File: src/rtl/inst_loader_if.sv
// Stream-in and instruction-memory write bundle for the program loader.
// master = loader side, slave = byte source / memory / core side.
interface inst_loader_if #(
    parameter int ADDR_WIDTH = 5,
    parameter int WORD_WIDTH = 32
);
    logic                  in_valid;
    logic [7:0]            in_data;
    logic                  in_ready;
    logic                  mem_write_enable;
    logic [ADDR_WIDTH-1:0] mem_write_addr;
    logic [WORD_WIDTH-1:0] mem_write_data;
    logic                  core_hold;
    logic                  done;
    logic                  error;

    modport master (
        input  in_valid,
        input  in_data,
        output in_ready,
        output mem_write_enable,
        output mem_write_addr,
        output mem_write_data,
        output core_hold,
        output done,
        output error
    );

    modport slave (
        output in_valid,
        output in_data,
        input  in_ready,
        input  mem_write_enable,
        input  mem_write_addr,
        input  mem_write_data,
        input  core_hold,
        input  done,
        input  error
    );
endinterface

File: src/rtl/inst_loader.sv
// Serial program loader: header byte N, then 4*N little-endian payload bytes,
// one instruction-memory write per word; holds the core until the load completes.
module inst_loader #(
    parameter int ADDR_WIDTH = 5,
    parameter int WORD_WIDTH = 32
) (
    input  logic                 clk,
    input  logic                 rst,
    inst_loader_if.master        bus
);
    localparam int CW        = ADDR_WIDTH + 1;
    localparam int MAX_WORDS = 1 << ADDR_WIDTH;

    typedef enum logic [2:0] {
        S_HEADER,
        S_LOAD,
        S_WRITE,
        S_DONE,
        S_ERROR
    } state_t;

    state_t                state_q;
    logic [CW-1:0]         count_q;
    logic [CW-1:0]         word_idx_q;
    logic [1:0]            byte_idx_q;
    logic [23:0]           asm_q;
    logic                  in_ready_q;
    logic                  mem_we_q;
    logic [ADDR_WIDTH-1:0] mem_addr_q;
    logic [WORD_WIDTH-1:0] mem_data_q;
    logic                  core_hold_q;
    logic                  done_q;
    logic                  error_q;

    logic                  accept;
    logic                  header_ok;
    logic [CW-1:0]         word_idx_inc;

    assign accept       = bus.in_valid & in_ready_q;
    assign header_ok    = (bus.in_data != 8'd0) && (32'(bus.in_data) <= MAX_WORDS);
    assign word_idx_inc = word_idx_q + CW'(1);

    always_ff @(posedge clk or posedge rst) begin
        if (rst) begin
            state_q     <= S_HEADER;
            count_q     <= '0;
            word_idx_q  <= '0;
            byte_idx_q  <= '0;
            asm_q       <= '0;
            in_ready_q  <= 1'b1;
            mem_we_q    <= 1'b0;
            mem_addr_q  <= '0;
            mem_data_q  <= '0;
            core_hold_q <= 1'b1;
            done_q      <= 1'b0;
            error_q     <= 1'b0;
        end else begin
            case (state_q)
                S_HEADER: begin
                    if (accept) begin
                        if (header_ok) begin
                            count_q    <= CW'(bus.in_data);
                            word_idx_q <= '0;
                            byte_idx_q <= '0;
                            state_q    <= S_LOAD;
                        end else begin
                            in_ready_q <= 1'b0;
                            error_q    <= 1'b1;
                            state_q    <= S_ERROR;
                        end
                    end
                end
                S_LOAD: begin
                    if (accept) begin
                        byte_idx_q <= byte_idx_q + 2'd1;
                        case (byte_idx_q)
                            2'd0: asm_q[7:0]   <= bus.in_data;
                            2'd1: asm_q[15:8]  <= bus.in_data;
                            2'd2: asm_q[23:16] <= bus.in_data;
                            default: begin
                                // Lane 3 goes straight into the write data register.
                                mem_data_q <= WORD_WIDTH'({bus.in_data, asm_q});
                                mem_addr_q <= word_idx_q[ADDR_WIDTH-1:0];
                                mem_we_q   <= 1'b1;
                                in_ready_q <= 1'b0;
                                state_q    <= S_WRITE;
                            end
                        endcase
                    end
                end
                S_WRITE: begin
                    mem_we_q   <= 1'b0;
                    word_idx_q <= word_idx_inc;
                    if (word_idx_inc == count_q) begin
                        core_hold_q <= 1'b0;
                        done_q      <= 1'b1;
                        state_q     <= S_DONE;
                    end else begin
                        byte_idx_q <= '0;
                        in_ready_q <= 1'b1;
                        state_q    <= S_LOAD;
                    end
                end
                S_DONE: begin
                    in_ready_q <= 1'b0;
                end
                S_ERROR: begin
                    in_ready_q <= 1'b0;
                    error_q    <= 1'b1;
                end
                default: begin
                    state_q <= S_HEADER;
                end
            endcase
        end
    end

    assign bus.in_ready         = in_ready_q;
    assign bus.mem_write_enable = mem_we_q;
    assign bus.mem_write_addr   = mem_addr_q;
    assign bus.mem_write_data   = mem_data_q;
    assign bus.core_hold        = core_hold_q;
    assign bus.done             = done_q;
    assign bus.error            = error_q;
endmodule

File: src/flat_wrapper.sv
// flat-port wrapper written by rule: the top's interface ports become plain ports
module inst_loader_flat 
#(
    parameter int ADDR_WIDTH = 5,
    parameter int WORD_WIDTH = 32
)
  (clk, rst, bus_in_valid, bus_in_data, bus_in_ready, bus_mem_write_enable, bus_mem_write_addr, bus_mem_write_data, bus_core_hold, bus_done, bus_error);
  inst_loader_if #(.ADDR_WIDTH(ADDR_WIDTH), .WORD_WIDTH(WORD_WIDTH)) bus_i ();
  input  logic clk;
  input  logic rst;
  input wire logic [$bits(bus_i.in_valid)-1:0] bus_in_valid;
  input wire logic [$bits(bus_i.in_data)-1:0] bus_in_data;
  output wire logic [$bits(bus_i.in_ready)-1:0] bus_in_ready;
  output wire logic [$bits(bus_i.mem_write_enable)-1:0] bus_mem_write_enable;
  output wire logic [$bits(bus_i.mem_write_addr)-1:0] bus_mem_write_addr;
  output wire logic [$bits(bus_i.mem_write_data)-1:0] bus_mem_write_data;
  output wire logic [$bits(bus_i.core_hold)-1:0] bus_core_hold;
  output wire logic [$bits(bus_i.done)-1:0] bus_done;
  output wire logic [$bits(bus_i.error)-1:0] bus_error;
  assign bus_i.in_valid = bus_in_valid;
  assign bus_i.in_data = bus_in_data;
  assign bus_in_ready = bus_i.in_ready;
  assign bus_mem_write_enable = bus_i.mem_write_enable;
  assign bus_mem_write_addr = bus_i.mem_write_addr;
  assign bus_mem_write_data = bus_i.mem_write_data;
  assign bus_core_hold = bus_i.core_hold;
  assign bus_done = bus_i.done;
  assign bus_error = bus_i.error;
  inst_loader #(.ADDR_WIDTH(ADDR_WIDTH), .WORD_WIDTH(WORD_WIDTH)) u_core (.clk(clk), .rst(rst), .bus(bus_i));
endmodule
File: config.mk
export PLATFORM = sky130hd
export DESIGN_NAME = inst_loader_flat
export DESIGN_NICKNAME = d
export VERILOG_FILES = /design/src/rtl/inst_loader_if.sv /design/src/rtl/inst_loader.sv /design/src/flat_wrapper.sv
export SDC_FILE = /design/constraint.sdc
export NUM_CORES = 1
export LEC_CHECK = 0
export ABC_CLOCK_PERIOD_IN_PS = 7200
export BUFFER_PORTS_ARGS = -buffer_cell sky130_fd_sc_hd__buf_2
export CORE_MARGIN = 5
export CORE_UTILIZATION = 63
export CTS_BUF_LIST = sky130_fd_sc_hd__clkbuf_2
export DETAILED_ROUTE_END_ITERATION = 10
export PLACE_DENSITY = 0.9
export SLEW_MARGIN = 15
export SYNTH_ARGS = -nofsm -noshare
export SYNTH_HDL_FRONTEND = slang
export SYNTH_SLANG_ARGS = --single-unit
File: constraint.sdc
create_clock -name clk -period 7.2 [get_ports clk]
set_clock_uncertainty 0.05 [all_clocks]
set_input_delay 0.36 -clock clk [delete_from_list [all_inputs] [get_ports clk]]
set_output_delay 0.36 -clock clk [all_outputs]
set_load 0.02 [all_outputs]
==> run_summary.xml, run 1 <==
<?xml version="1.0" encoding="UTF-8"?>
<metrics>
  <group name="outcome">
    <metric name="outcome" unit="">finished, final reports clean</metric>
  </group>
  <group name="setup_path">
    <metric name="crit_path_end_kind" unit="">flip-flop</metric>
    <metric name="critical_path.max_fanout" unit="">31</metric>
    <metric name="worstPathRequired" unit="ns">7.54</metric>
    <metric name="setup.worst_path.class" unit="">flip-flop to flip-flop</metric>
    <metric name="arrival_time_of_data_at_the_critical_path_endpoint" unit="ns">2.75</metric>
    <metric name="cp-start-kind" unit="">flip-flop</metric>
  </group>
  <group name="logic_synthesis">
    <metric name="yosys_register_bits" unit="">83</metric>
    <metric name="total_standard_cell_area_after_synthesis" unit="µm²">3522</metric>
    <metric name="synth.yosys.warnings" unit="">0</metric>
    <metric name="netlist_cell_types" unit="">41</metric>
    <metric name="synth-seq-area-share" unit="%">59.04</metric>
    <metric name="gate_count_after_technology_mapping" unit="">260</metric>
    <metric name="postSynthNetCount" unit="">276</metric>
    <metric name="syn_avg_cell_area" unit="µm²">13.55</metric>
  </group>
  <group name="global_route">
    <metric name="grt_first_pass_wirelength" unit="µm">11570</metric>
    <metric name="number_of_global_route_vias_before_repair" unit="">2379</metric>
    <metric name="global_route.usage.total" unit="%">20.30</metric>
    <metric name="gr-total-overflow" unit="">0</metric>
    <metric name="grt_antenna_before_repair" unit="">0</metric>
    <metric name="maximum_number_of_pins_on_one_net_before_global_route_repair" unit="">84</metric>
  </group>
  <group name="placed_design">
    <metric name="place_hpwl" unit="µm">4672</metric>
    <metric name="placement.io_buffers" unit="">52</metric>
    <metric name="globalplace.congestion" unit="">0.8381</metric>
    <metric name="placement.setup.worst_slack" unit="ns">4.815</metric>
  </group>
  <group name="cts">
    <metric name="clkSlewWorstSetupHoldPaths" unit="ns">0.20</metric>
    <metric name="clock_tree.htree_level_count" unit="">3</metric>
    <metric name="worstSkewPairLatency" unit="ns">0.49</metric>
    <metric name="cts_hold_buf" unit="">0</metric>
    <metric name="post_cts_resize_count" unit="">0</metric>
    <metric name="numCtsBuffers" unit="">9</metric>
    <metric name="clockBufferDepth" unit="">2</metric>
    <metric name="numClockSinks" unit="">83</metric>
    <metric name="cts_setup_buffers" unit="">0</metric>
    <metric name="root_buffer" unit="">clkbuf_2</metric>
    <metric name="cts_tree" unit="">yes</metric>
  </group>
  <group name="timing">
    <metric name="hold_violations" unit="">0</metric>
    <metric name="worst_slew_pin_slew" unit="ns">0.9936</metric>
    <metric name="final-setup-viol-count" unit="">0</metric>
    <metric name="achievable_frequency" unit="GHz">0.4147</metric>
    <metric name="finalMaxSlewViolations" unit="">0</metric>
    <metric name="relSlewSlack" unit="%">33.76</metric>
    <metric name="finalCriticalPeriod" unit="ns">2.412</metric>
    <metric name="final.setup.worst_slack" unit="ns">4.788</metric>
    <metric name="grt_setup_unrepaired" unit="">false</metric>
    <metric name="worst_hold_slack" unit="ns">0.08713</metric>
    <metric name="totalNegativeSetupSlack" unit="ns">0</metric>
    <metric name="final.period_utilization" unit="%">33.49</metric>
  </group>
  <group name="worst_hold_path">
    <metric name="timing.hold.worst.class" unit="">primary input to async pin</metric>
  </group>
  <group name="power">
    <metric name="leakage" unit="nW">2.041</metric>
    <metric name="p_per_area" unit="nW/µm²">358.8</metric>
    <metric name="ir_worst_vdd" unit="V">0.0003036</metric>
    <metric name="total_power" unit="mW">1.408</metric>
  </group>
  <group name="die">
    <metric name="floorplan.io_pins" unit="">53</metric>
    <metric name="row_count" unit="">27</metric>
    <metric name="die_w" unit="µm">84.77</metric>
    <metric name="core" unit="µm²">5473</metric>
    <metric name="die_area" unit="µm²">7186</metric>
    <metric name="starting_utilization_of_the_core_area" unit="%">64.36</metric>
    <metric name="die_h" unit="µm">84.77</metric>
  </group>
  <group name="drt">
    <metric name="routed_wirelength" unit="µm">6686</metric>
    <metric name="dr.first_iter.drc_count" unit="">103</metric>
    <metric name="via_count" unit="">2248</metric>
    <metric name="detail_route.vias_per_cell" unit="">5.749</metric>
    <metric name="drc" unit="">0</metric>
    <metric name="drt_wl_cell" unit="µm">17.10</metric>
    <metric name="first_pass_iteration_count_of_the_detailed_router" unit="">4</metric>
    <metric name="antenna_left" unit="">0</metric>
  </group>
  <group name="layout">
    <metric name="antennaDiodeCount" unit="">0</metric>
    <metric name="area.growth.synth_to_final" unit="%">11.40</metric>
    <metric name="post-route-util" unit="%">71.70</metric>
    <metric name="final_layout_size_suffix_gt1_share" unit="%">44.51</metric>
    <metric name="design.final.nets" unit="">330</metric>
  </group>
  <group name="job">
    <metric name="cap_violations" unit="">0</metric>
  </group>
</metrics>
-- cell type report --
type / count / area, µm²
sequential: 83 / 2079
fill: 394 / 1549
multi-input combinational: 158 / 1368
timing repair buffer: 54 / 275.3
tap: 72 / 90.09
clock buffer: 13 / 65.06
inverter: 8 / 31.28
clock inverter: 3 / 15.01
-- routing by layer --
metal	share of wire, %	vias to the layer above	GRT usage, %
li1	-	1037	-
met1	45	1136	28.09
met2	48	57	31.32
met3	4.3	18	3.925
met4	2.7	0	9.065
met5	0	-	0
-- synthesized netlist by cell type, drive strengths merged --
cell type  number  share of area (%)
ha              5                1.8
o21a            2               0.43
a21oi           7               0.99
nor3            4               0.57
and3b           1               0.25
o41ai           2               0.50
a221oi          1               0.25
dfrtp          81                 58
nor2            8               0.85
and4b           1               0.28
o21ai           8                1.2
or2             1               0.18
nand3           2               0.28
nand2          16                1.8
a2bb2oi         1               0.25
nor4            3               0.53
dfstp           2                1.5
nor4b           1               0.67
o22a            1               0.25
xor2            2               0.50
buf             3               0.43
inv             8               0.85
mux2i           2               0.57
a221o           1               0.28
o221ai          1               0.25
or4             1               0.32
a32o            1               0.28
or3             1               0.18
a21o            3               0.64
mux2           63                 20
nor3b           1               0.36
clkbuf          8               0.85
xnor2           8                2.0
or3b            1               0.25
a22o            4               0.99
nor2b           2               0.36
o311a           1               0.28
nand4           2               0.36
-- cells in the final DEF (no fill, tap or decap), types with 3 or more instances in the layout --
master     n
dfrtp_1   81
inv_1      7
nor2_1     8
nor3_1     4
mux2_2    62
o21ai_0    7
buf_2     52
a21oi_1    7
a22o_1     4
nor4_1     3
ha_1       5
nand2_1   15
a21o_1     3
clkinv_2   4
xnor2_1    8
clkbuf_2  13
-- where the power goes --
group / switching, mW / internal (mW)
combinational: 0.249 / 0.216
sequential: 0.115 / 0.635
clock: 0.144 / 0.0499
-- state kept, by name, indices dropped and copies added (netlist names) --
register	count
u_core.word_idx_q	6
u_core.bus.mem_write_enable	1
u_core.byte_idx_q	2
u_core.state_q	3
u_core.count_q	6
u_core.asm_q	24
u_core.bus.core_hold	1
u_core.bus.in_ready	1
u_core.bus.mem_write_addr	5
u_core.bus.done	1
u_core.bus.mem_write_data	32
u_core.bus.error	1
-- critical path: stages, from the launching register on --
cell,delay (ns)
dfstp_2,0.60
nand2_1,0.20
nor3b_2,0.44
nand2_1,0.32
buf_4,0.36
mux2_2,0.32
-- per-stage QoR --
| stage | instances | cell area [µm²] |
|---|---|---|
| after floorplan | 260 | 3522 |
| after global placement | 375 | 3844 |
| after detailed placement | 375 | 3844 |
| after CTS | 391 | 3924 |
| after global routing | 391 | 3924 |
| final | 391 | 3924 |
-- kinds of logic (layout without fill, tap and decap cells) --
group	count (synthesis)	in the layout	synth area share, %
XOR/XNOR	10	10	2.487
AND/OR/NAND/NOR	45	45	7.212
buffers and inverters	19	78	2.131
multiplexers	65	65	20.71
flip-flops	83	83	59.04
adder cells (fa/ha/maj)	5	5	1.776
AO/OA/AOI/OAI	33	33	6.643
-- worst paths after layout --
path                            depth (start not counted)                 from  slack [ns]                             to
worst max-delay path                                    5  u_core.bus.in_ready        4.79  u_core.bus.mem_write_data[24]
worst min-delay path                                    3                  rst        0.09   u_core.bus.mem_write_data[3]
worst max register to register                          5  u_core.bus.in_ready        4.79  u_core.bus.mem_write_data[24]
worst min register to register                          2     u_core.bus.error        0.44               u_core.bus.error
max in group asynchronous                               3                  rst        6.37           u_core.byte_idx_q[1]
min in group clk                                        2       bus_in_data[4]        0.11              u_core.count_q[4]
No activity file was read; power rests on OpenSTA's default activity.
==> inputs of run 2 (changes only) <==
--- a/config.mk
+++ b/config.mk
@@ -5,13 +5,13 @@
 export SDC_FILE = /design/constraint.sdc
 export NUM_CORES = 1
 export LEC_CHECK = 0
-export ABC_CLOCK_PERIOD_IN_PS = 7200
+export ABC_CLOCK_PERIOD_IN_PS = 2200
 export BUFFER_PORTS_ARGS = -buffer_cell sky130_fd_sc_hd__buf_2
 export CORE_MARGIN = 5
-export CORE_UTILIZATION = 63
+export CORE_UTILIZATION = 53
 export CTS_BUF_LIST = sky130_fd_sc_hd__clkbuf_2
 export DETAILED_ROUTE_END_ITERATION = 10
-export PLACE_DENSITY = 0.9
+export PLACE_DENSITY = 0.81
 export SLEW_MARGIN = 15
 export SYNTH_ARGS = -nofsm -noshare
 export SYNTH_HDL_FRONTEND = slang
==> constraint.sdc (replaced) <==
create_clock -name clk -period 2.2 [get_ports clk]
set_clock_uncertainty 0.05 [all_clocks]
set_input_delay 0.11 -clock clk [delete_from_list [all_inputs] [get_ports clk]]
set_output_delay 0.11 -clock clk [all_outputs]
set_load 0.02 [all_outputs]
==> run 2 against run 1 <==
  * First-iteration DRC count increased by 4.9%
  * Register-to-register slack got worse by 4.6 ns
  * Utilization decreased by 6.4 points
  * Non-clock buffer count increased by 18
  * Critical path type is now primary input to flip-flop
  * Die area increased by 17%
==> run_summary.xml, run 2 (synthesis gave the netlist of run 1 again) <==
<?xml version="1.0" encoding="UTF-8"?>
<metrics>
  <group name="outcome">
    <metric name="outcome" unit="">finished, final reports clean</metric>
  </group>
  <group name="drt">
    <metric name="first_pass_iteration_count_of_the_detailed_router" unit="">4</metric>
    <metric name="via_count" unit="">2331</metric>
    <metric name="drc" unit="">0</metric>
    <metric name="routed_wirelength" unit="µm">7328</metric>
    <metric name="dr.first_iter.drc_count" unit="">108</metric>
    <metric name="detail_route.vias_per_cell" unit="">5.630</metric>
    <metric name="drt_wl_cell" unit="µm">17.70</metric>
    <metric name="antenna_left" unit="">0</metric>
  </group>
  <group name="setup_path">
    <metric name="crit_family" unit="">simple AND/OR/NAND/NOR gates</metric>
    <metric name="setup.worst_path.class" unit="">primary input to flip-flop</metric>
    <metric name="slowest_delay" unit="ns">0.56</metric>
    <metric name="arrival_time_of_data_at_the_critical_path_endpoint" unit="ns">2.42</metric>
    <metric name="critical_path.slowest_cell" unit="">dlygate4sd3_1</metric>
    <metric name="worstPathRequired" unit="ns">2.59</metric>
    <metric name="cp-start-kind" unit="">primary input</metric>
    <metric name="critical_path.cell_chain" unit="">dlygate4sd3_1 &gt; buf_2 &gt; or4_4 &gt; o21a_1 &gt; nor4b_4 &gt; nand2_2 &gt; mux2_1</metric>
    <metric name="critical_path.max_fanout" unit="">6</metric>
    <metric name="crit_path_end_kind" unit="">flip-flop</metric>
    <metric name="critical_path.n_buffers_inverters" unit="">2</metric>
  </group>
  <group name="layout">
    <metric name="area.growth.synth_to_final" unit="%">19.01</metric>
    <metric name="layout_common_cells" unit="">dfrtp_1, mux2_2, buf_2, nand2_1, dlygate4sd3_1</metric>
    <metric name="final_layout_size_suffix_gt1_share" unit="%">44.51</metric>
    <metric name="layoutNonFillerInstCount" unit="">414</metric>
    <metric name="mostFrequentLayoutCell" unit="">dfrtp_1</metric>
    <metric name="design.final.nets" unit="">348</metric>
    <metric name="fillers" unit="">465</metric>
    <metric name="antennaDiodeCount" unit="">0</metric>
    <metric name="largest_register_ffs" unit="">32</metric>
  </group>
  <group name="global_route">
    <metric name="gr-total-overflow" unit="">0</metric>
    <metric name="maximum_number_of_pins_on_one_net_before_global_route_repair" unit="">44</metric>
    <metric name="number_of_global_route_vias_before_repair" unit="">2513</metric>
    <metric name="grt_antenna_before_repair" unit="">0</metric>
    <metric name="global_route.usage.total" unit="%">18.69</metric>
    <metric name="grt_first_pass_wirelength" unit="µm">12260</metric>
  </group>
  <group name="power">
    <metric name="ir_worst_vdd" unit="V">0.0007296</metric>
    <metric name="p_per_area" unit="nW/µm²">1201</metric>
    <metric name="leakage" unit="nW">2.154</metric>
  </group>
  <group name="timing">
    <metric name="worst_hold_slack" unit="ns">0.08170</metric>
    <metric name="final.period_utilization" unit="%">92.27</metric>
    <metric name="totalNegativeSetupSlack" unit="ns">0</metric>
    <metric name="worst_slew_pin_slew" unit="ns">0.5487</metric>
    <metric name="finalCriticalPeriod" unit="ns">2.030</metric>
    <metric name="hold_violations" unit="">0</metric>
    <metric name="relSlewSlack" unit="%">63.34</metric>
    <metric name="achievable_frequency" unit="GHz">0.4926</metric>
    <metric name="finalMaxSlewViolations" unit="">0</metric>
    <metric name="final-setup-viol-count" unit="">0</metric>
    <metric name="grt_setup_unrepaired" unit="">false</metric>
  </group>
  <group name="cts">
    <metric name="cts_hold_buf" unit="">10</metric>
    <metric name="cts_tree" unit="">yes</metric>
    <metric name="clockBufferDepth" unit="">2</metric>
    <metric name="numCtsBuffers" unit="">9</metric>
    <metric name="root_buffer" unit="">clkbuf_2</metric>
    <metric name="worstSkewPairLatency" unit="ns">0.53</metric>
    <metric name="clkSlewWorstSetupHoldPaths" unit="ns">0.24</metric>
    <metric name="clock_tree.htree_level_count" unit="">3</metric>
    <metric name="post_cts_resize_count" unit="">0</metric>
    <metric name="cts_setup_buffers" unit="">0</metric>
    <metric name="numClockSinks" unit="">83</metric>
  </group>
  <group name="die">
    <metric name="row_count" unit="">29</metric>
    <metric name="floorplan.io_pins" unit="">53</metric>
    <metric name="starting_utilization_of_the_core_area" unit="%">54.84</metric>
    <metric name="core" unit="µm²">6422</metric>
    <metric name="die_w" unit="µm">91.52</metric>
    <metric name="die_h" unit="µm">91.52</metric>
    <metric name="die_area" unit="µm²">8376</metric>
  </group>
  <group name="placed_design">
    <metric name="numPlacedInstances" unit="">388</metric>
    <metric name="globalplace.congestion" unit="">0.8536</metric>
    <metric name="place_hpwl" unit="µm">4948</metric>
    <metric name="placement.io_buffers" unit="">52</metric>
  </group>
  <group name="worst_hold_path">
    <metric name="timing.hold.worst.class" unit="">primary input to async pin</metric>
  </group>
  <group name="job">
    <metric name="cap_violations" unit="">0</metric>
  </group>
</metrics>
run 2: cell count changes in the layout (fill, tap and decap cells not counted):
cell / previous run / this run
dlygate4sd3_1: 0 / 10
clkinv_4: 0 / 3
clkbuf_2: 13 / 9
inv_8: 0 / 2
buf_12: 0 / 2
clkinvlp_4: 0 / 1
buf_4: 2 / 8
bufinv_16: 0 / 2
clkinv_2: 4 / 0
run 2: worst reg2reg max path, delay by kind of cell (launching register included):
kind | cells | cell delay, ns
AO/OA/AOI/OAI | 1 | 0.08
AND/OR/NAND/NOR | 4 | 1.26
flip-flops | 1 | 0.57
run 2: stage by stage:
step | cell area [µm²] | setup WS, ns | utilization [%] | power, mW
5_1_grt | 4192 | 0.05171 | 65.26 | 5.352
3_5_place_dp | 3938 | 0.1825 | 61.31 | 4.087
6_report | 4192 | 0.1700 | 65.26 | 5.033
4_1_cts | 4192 | 0.1911 | 65.26 | 5.066
3_3_place_gp | 3938 | 0.2175 | 61.31 | 3.992
2_1_floorplan | 3526 | 0.06302 | - | 3.501
run 2: final cells by class:
type | instances | area, µm² | share of cell area, %
Clock buffer | 9 | 45.04 | 1.075
Clock inverter | 7 | 108.9 | 2.597
Inverter | 8 | 33.78 | 0.8060
Multi-Input combinational cell | 158 | 1368 | 32.63
Sequential cell | 83 | 2079 | 49.61
Tap cell | 77 | 96.34 | 2.299
Timing Repair Buffer | 72 | 460.4 | 10.99
run 2: metal layers:
| metal | track usage (%) | part of all wire [%] |
|---|---|---|
| met5 | 0 | 0 |
| met3 | 5.455 | 6.1 |
| met4 | 8.794 | 1.9 |
| met1 | 23.28 | 43 |
| met2 | 30.01 | 49 |
run 2: worst paths after layout:
kind	cells past startpoint	to	slack [ns]	startpoint
setup / recovery	7	u_core.count_q[5]	0.17	bus_in_data[0]
hold / removal	3	u_core.bus.mem_write_addr[0]	0.08	rst
setup reg to reg	5	u_core.bus.in_ready	0.18	u_core.state_q[2]
hold reg to reg	1	u_core.bus.done	0.45	u_core.bus.done
max in group asynchronous	4	u_core.bus.mem_write_data[6]	1.43	rst
min in group clk	3	u_core.count_q[4]	0.37	bus_in_data[4]
run 2: power by group:
group / switching [mW] / internal (mW)
logic: 0.895 / 0.743
registers: 0.345 / 2.08
clock network: 0.573 / 0.399
==> inputs of run 3 (changes only) <==
--- a/config.mk
+++ b/config.mk
@@ -10,8 +10,10 @@
 export CORE_MARGIN = 5
 export CORE_UTILIZATION = 53
 export CTS_BUF_LIST = sky130_fd_sc_hd__clkbuf_2
+export CTS_CLUSTER_SIZE = 30
 export DETAILED_ROUTE_END_ITERATION = 10
 export PLACE_DENSITY = 0.81
+export REMOVE_ABC_BUFFERS = 1
 export SLEW_MARGIN = 15
 export SYNTH_ARGS = -nofsm -noshare
 export SYNTH_HDL_FRONTEND = slang
==> constraint.sdc (replaced) <==
create_clock -name clk -period 2.2 [get_ports clk]
set_clock_uncertainty 0.05 [all_clocks]
set_input_delay 0.11 -clock clk [delete_from_list [all_inputs] [get_ports clk]]
set_output_delay 0.11 -clock clk [all_outputs]
set_load 0.01 [all_outputs]
==> run 3 against run 2 <==
  * Register-to-register slack gained 0.06 ns
  * Clock power shrank 7.7%
  * Worst setup slack better by 0.015 ns
  * Power fell by 6.8%
  * Sequential share of layout area rose by 0.39 points
  * Maximum frequency rose by 0.73%
  * Non-clock buffer count fell by 1
  * Wire length decreased by 6.6%
  * Sequential power about the same
  * Combinational power decreased by 16%
  * Global-route usage decreased by 0.76 points
  * Critical path depth stayed put
  * Critical path type unchanged
  * Largest cell class unchanged
  * Largest power group unchanged
==> run_summary.xml, run 3 (synthesis gave the netlist of run 1 again) <==
<?xml version="1.0" encoding="UTF-8"?>
<metrics>
  <group name="die">
    <metric name="die_w" unit="µm">91.52</metric>
    <metric name="starting_utilization_of_the_core_area" unit="%">54.84</metric>
    <metric name="row_count" unit="">29</metric>
    <metric name="die_area" unit="µm²">8376</metric>
    <metric name="die_h" unit="µm">91.52</metric>
    <metric name="core" unit="µm²">6422</metric>
    <metric name="floorplan.io_pins" unit="">53</metric>
  </group>
  <group name="setup_path">
    <metric name="slowest_delay" unit="ns">0.56</metric>
    <metric name="setup.worst_path.class" unit="">primary input to flip-flop</metric>
    <metric name="critical_path.cell_chain" unit="">dlygate4sd3_1 &gt; buf_2 &gt; or4_4 &gt; o21a_1 &gt; nor4b_4 &gt; nand2_2 &gt; mux2_1</metric>
    <metric name="crit_path_end_kind" unit="">flip-flop</metric>
    <metric name="critical_path.max_fanout" unit="">6</metric>
    <metric name="critical_path.n_buffers_inverters" unit="">2</metric>
    <metric name="cp-start-kind" unit="">primary input</metric>
    <metric name="worstPathRequired" unit="ns">2.59</metric>
    <metric name="arrival_time_of_data_at_the_critical_path_endpoint" unit="ns">2.40</metric>
    <metric name="crit_family" unit="">simple AND/OR/NAND/NOR gates</metric>
    <metric name="critical_path.slowest_cell" unit="">or4_4</metric>
  </group>
  <group name="timing">
    <metric name="achievable_frequency" unit="GHz">0.4962</metric>
    <metric name="hold_violations" unit="">0</metric>
    <metric name="final-setup-viol-count" unit="">0</metric>
    <metric name="relSlewSlack" unit="%">60.59</metric>
    <metric name="final.period_utilization" unit="%">91.60</metric>
    <metric name="grt_setup_unrepaired" unit="">false</metric>
    <metric name="worst_slew_pin_slew" unit="ns">0.5857</metric>
    <metric name="finalCriticalPeriod" unit="ns">2.015</metric>
    <metric name="finalMaxSlewViolations" unit="">0</metric>
  </group>
  <group name="global_route">
    <metric name="global_route.usage.total" unit="%">17.93</metric>
    <metric name="maximum_number_of_pins_on_one_net_before_global_route_repair" unit="">40</metric>
    <metric name="grt_first_pass_wirelength" unit="µm">11920</metric>
    <metric name="number_of_global_route_vias_before_repair" unit="">2441</metric>
    <metric name="grt_antenna_before_repair" unit="">0</metric>
    <metric name="gr-total-overflow" unit="">0</metric>
  </group>
  <group name="layout">
    <metric name="layout_common_cells" unit="">dfrtp_1, mux2_2, buf_2, nand2_1, clkbuf_2</metric>
    <metric name="area.growth.synth_to_final" unit="%">18.08</metric>
    <metric name="mostFrequentLayoutCell" unit="">dfrtp_1</metric>
    <metric name="final_layout_size_suffix_gt1_share" unit="%">44.64</metric>
    <metric name="design.final.nets" unit="">347</metric>
    <metric name="fillers" unit="">484</metric>
    <metric name="final_design_area_no_fill" unit="µm²">4159</metric>
    <metric name="largest_register_ffs" unit="">32</metric>
    <metric name="antennaDiodeCount" unit="">0</metric>
  </group>
  <group name="placed_design">
    <metric name="place_hpwl" unit="µm">4822</metric>
    <metric name="cell_area_placed" unit="µm²">3915</metric>
    <metric name="placement.io_buffers" unit="">52</metric>
    <metric name="globalplace.congestion" unit="">0.8152</metric>
  </group>
  <group name="drt">
    <metric name="drc" unit="">0</metric>
    <metric name="detail_route.vias_per_cell" unit="">5.550</metric>
    <metric name="dr.first_iter.drc_count" unit="">107</metric>
    <metric name="routed_wirelength" unit="µm">6843</metric>
    <metric name="antenna_left" unit="">0</metric>
    <metric name="via_count" unit="">2292</metric>
    <metric name="drt_wl_cell" unit="µm">16.57</metric>
    <metric name="first_pass_iteration_count_of_the_detailed_router" unit="">4</metric>
  </group>
  <group name="cts">
    <metric name="cts_tree" unit="">yes</metric>
    <metric name="clock_tree.htree_level_count" unit="">3</metric>
    <metric name="cts_setup_buffers" unit="">0</metric>
    <metric name="worstSkewPairLatency" unit="ns">0.53</metric>
    <metric name="numClockSinks" unit="">83</metric>
    <metric name="clkSlewWorstSetupHoldPaths" unit="ns">0.23</metric>
    <metric name="numCtsBuffers" unit="">9</metric>
    <metric name="root_buffer" unit="">clkbuf_2</metric>
    <metric name="clockBufferDepth" unit="">2</metric>
  </group>
  <group name="power">
    <metric name="ir_worst_vdd" unit="V">0.0006491</metric>
    <metric name="p_per_area" unit="nW/µm²">1127</metric>
    <metric name="leakage" unit="nW">2.135</metric>
    <metric name="total_power" unit="mW">4.689</metric>
  </group>
  <group name="worst_hold_path">
    <metric name="timing.hold.worst.class" unit="">primary input to async pin</metric>
  </group>
  <group name="outcome">
    <metric name="outcome" unit="">finished, final reports clean</metric>
  </group>
  <group name="job">
    <metric name="cap_violations" unit="">0</metric>
  </group>
</metrics>
## run 3: repair_timing
action	in CTS	in global routing
gates resized for setup	0	2
hold buffers	10	0
endpoints found under the setup margin	0	6
hold endpoints to repair	121	0
## run 3: where the power goes
part / total, mW / leakage (nW) / internal [mW] / switching, mW
combinational: 1.38 / 0.970 / 0.743 / 0.640
clock: 0.897 / 0.0784 / 0.390 / 0.507
sequential: 2.41 / 1.09 / 2.08 / 0.332
total: 4.69 / 2.14 / 3.21 / 1.48
## run 3: final timing paths
kind	startpoint	endpoint	slack (ns)	depth (start not counted)
setup / recovery	bus_in_data[0]	u_core.count_q[5]	0.18	7
hold / removal	rst	u_core.bus.mem_write_data[1]	0.06	3
setup reg to reg	u_core.state_q[0]	u_core.asm_q[7]	0.24	4
hold reg to reg	u_core.bus.done	u_core.bus.done	0.44	1
max in group asynchronous	rst	u_core.bus.in_ready	1.39	4
min in group clk	bus_in_data[1]	u_core.bus.mem_write_data[25]	0.37	3
## run 3: layout make-up
cell class	count	area, µm²	area share [%]
clock buffers	12	60.06	1.444
clock inverters	4	75.07	1.805
inverters	8	31.28	0.7521
multi-input cells	158	1376	33.09
flip-flops and latches	83	2079	50.00
well taps	77	96.34	2.316
repair buffers	71	440.4	10.59
## run 3: per-layer routing
metal / routed length, µm / up-vias / GRT usage (%)
met2: 3315 / 51 / 29.03
li1: - / 1075 / -
met5: 0 / - / 0
met1: 3131 / 1155 / 23.67
met3: 311 / 11 / 4.959
met4: 85 / 0 / 5.276
## run 3: worst min-delay path, cell delays in order
cell and delay, ns:
dlygate4sd3_1 0.54, buf_2 0.13, clkinv_2 0.34
## run 3: metrics by stage
| stage | hold WS, ns | setup WS, ns | utilization [%] | TNS, ns | cells |
|---|---|---|---|---|---|
| after global placement | 0.09565 | 0.2251 | 60.96 | 0 | 387 |
| after detailed placement | 0.1002 | 0.1674 | 60.96 | 0 | 387 |
| final | 0.05987 | 0.1847 | 64.76 | 0 | 413 |
| after CTS | 0.04729 | 0.1611 | 64.62 | 0 | 413 |
| after global routing | 0.03416 | 0.1160 | 64.76 | 0 | 413 |
| after floorplan | 0.1917 | -0.2968 | - | -18.40 | 249 |
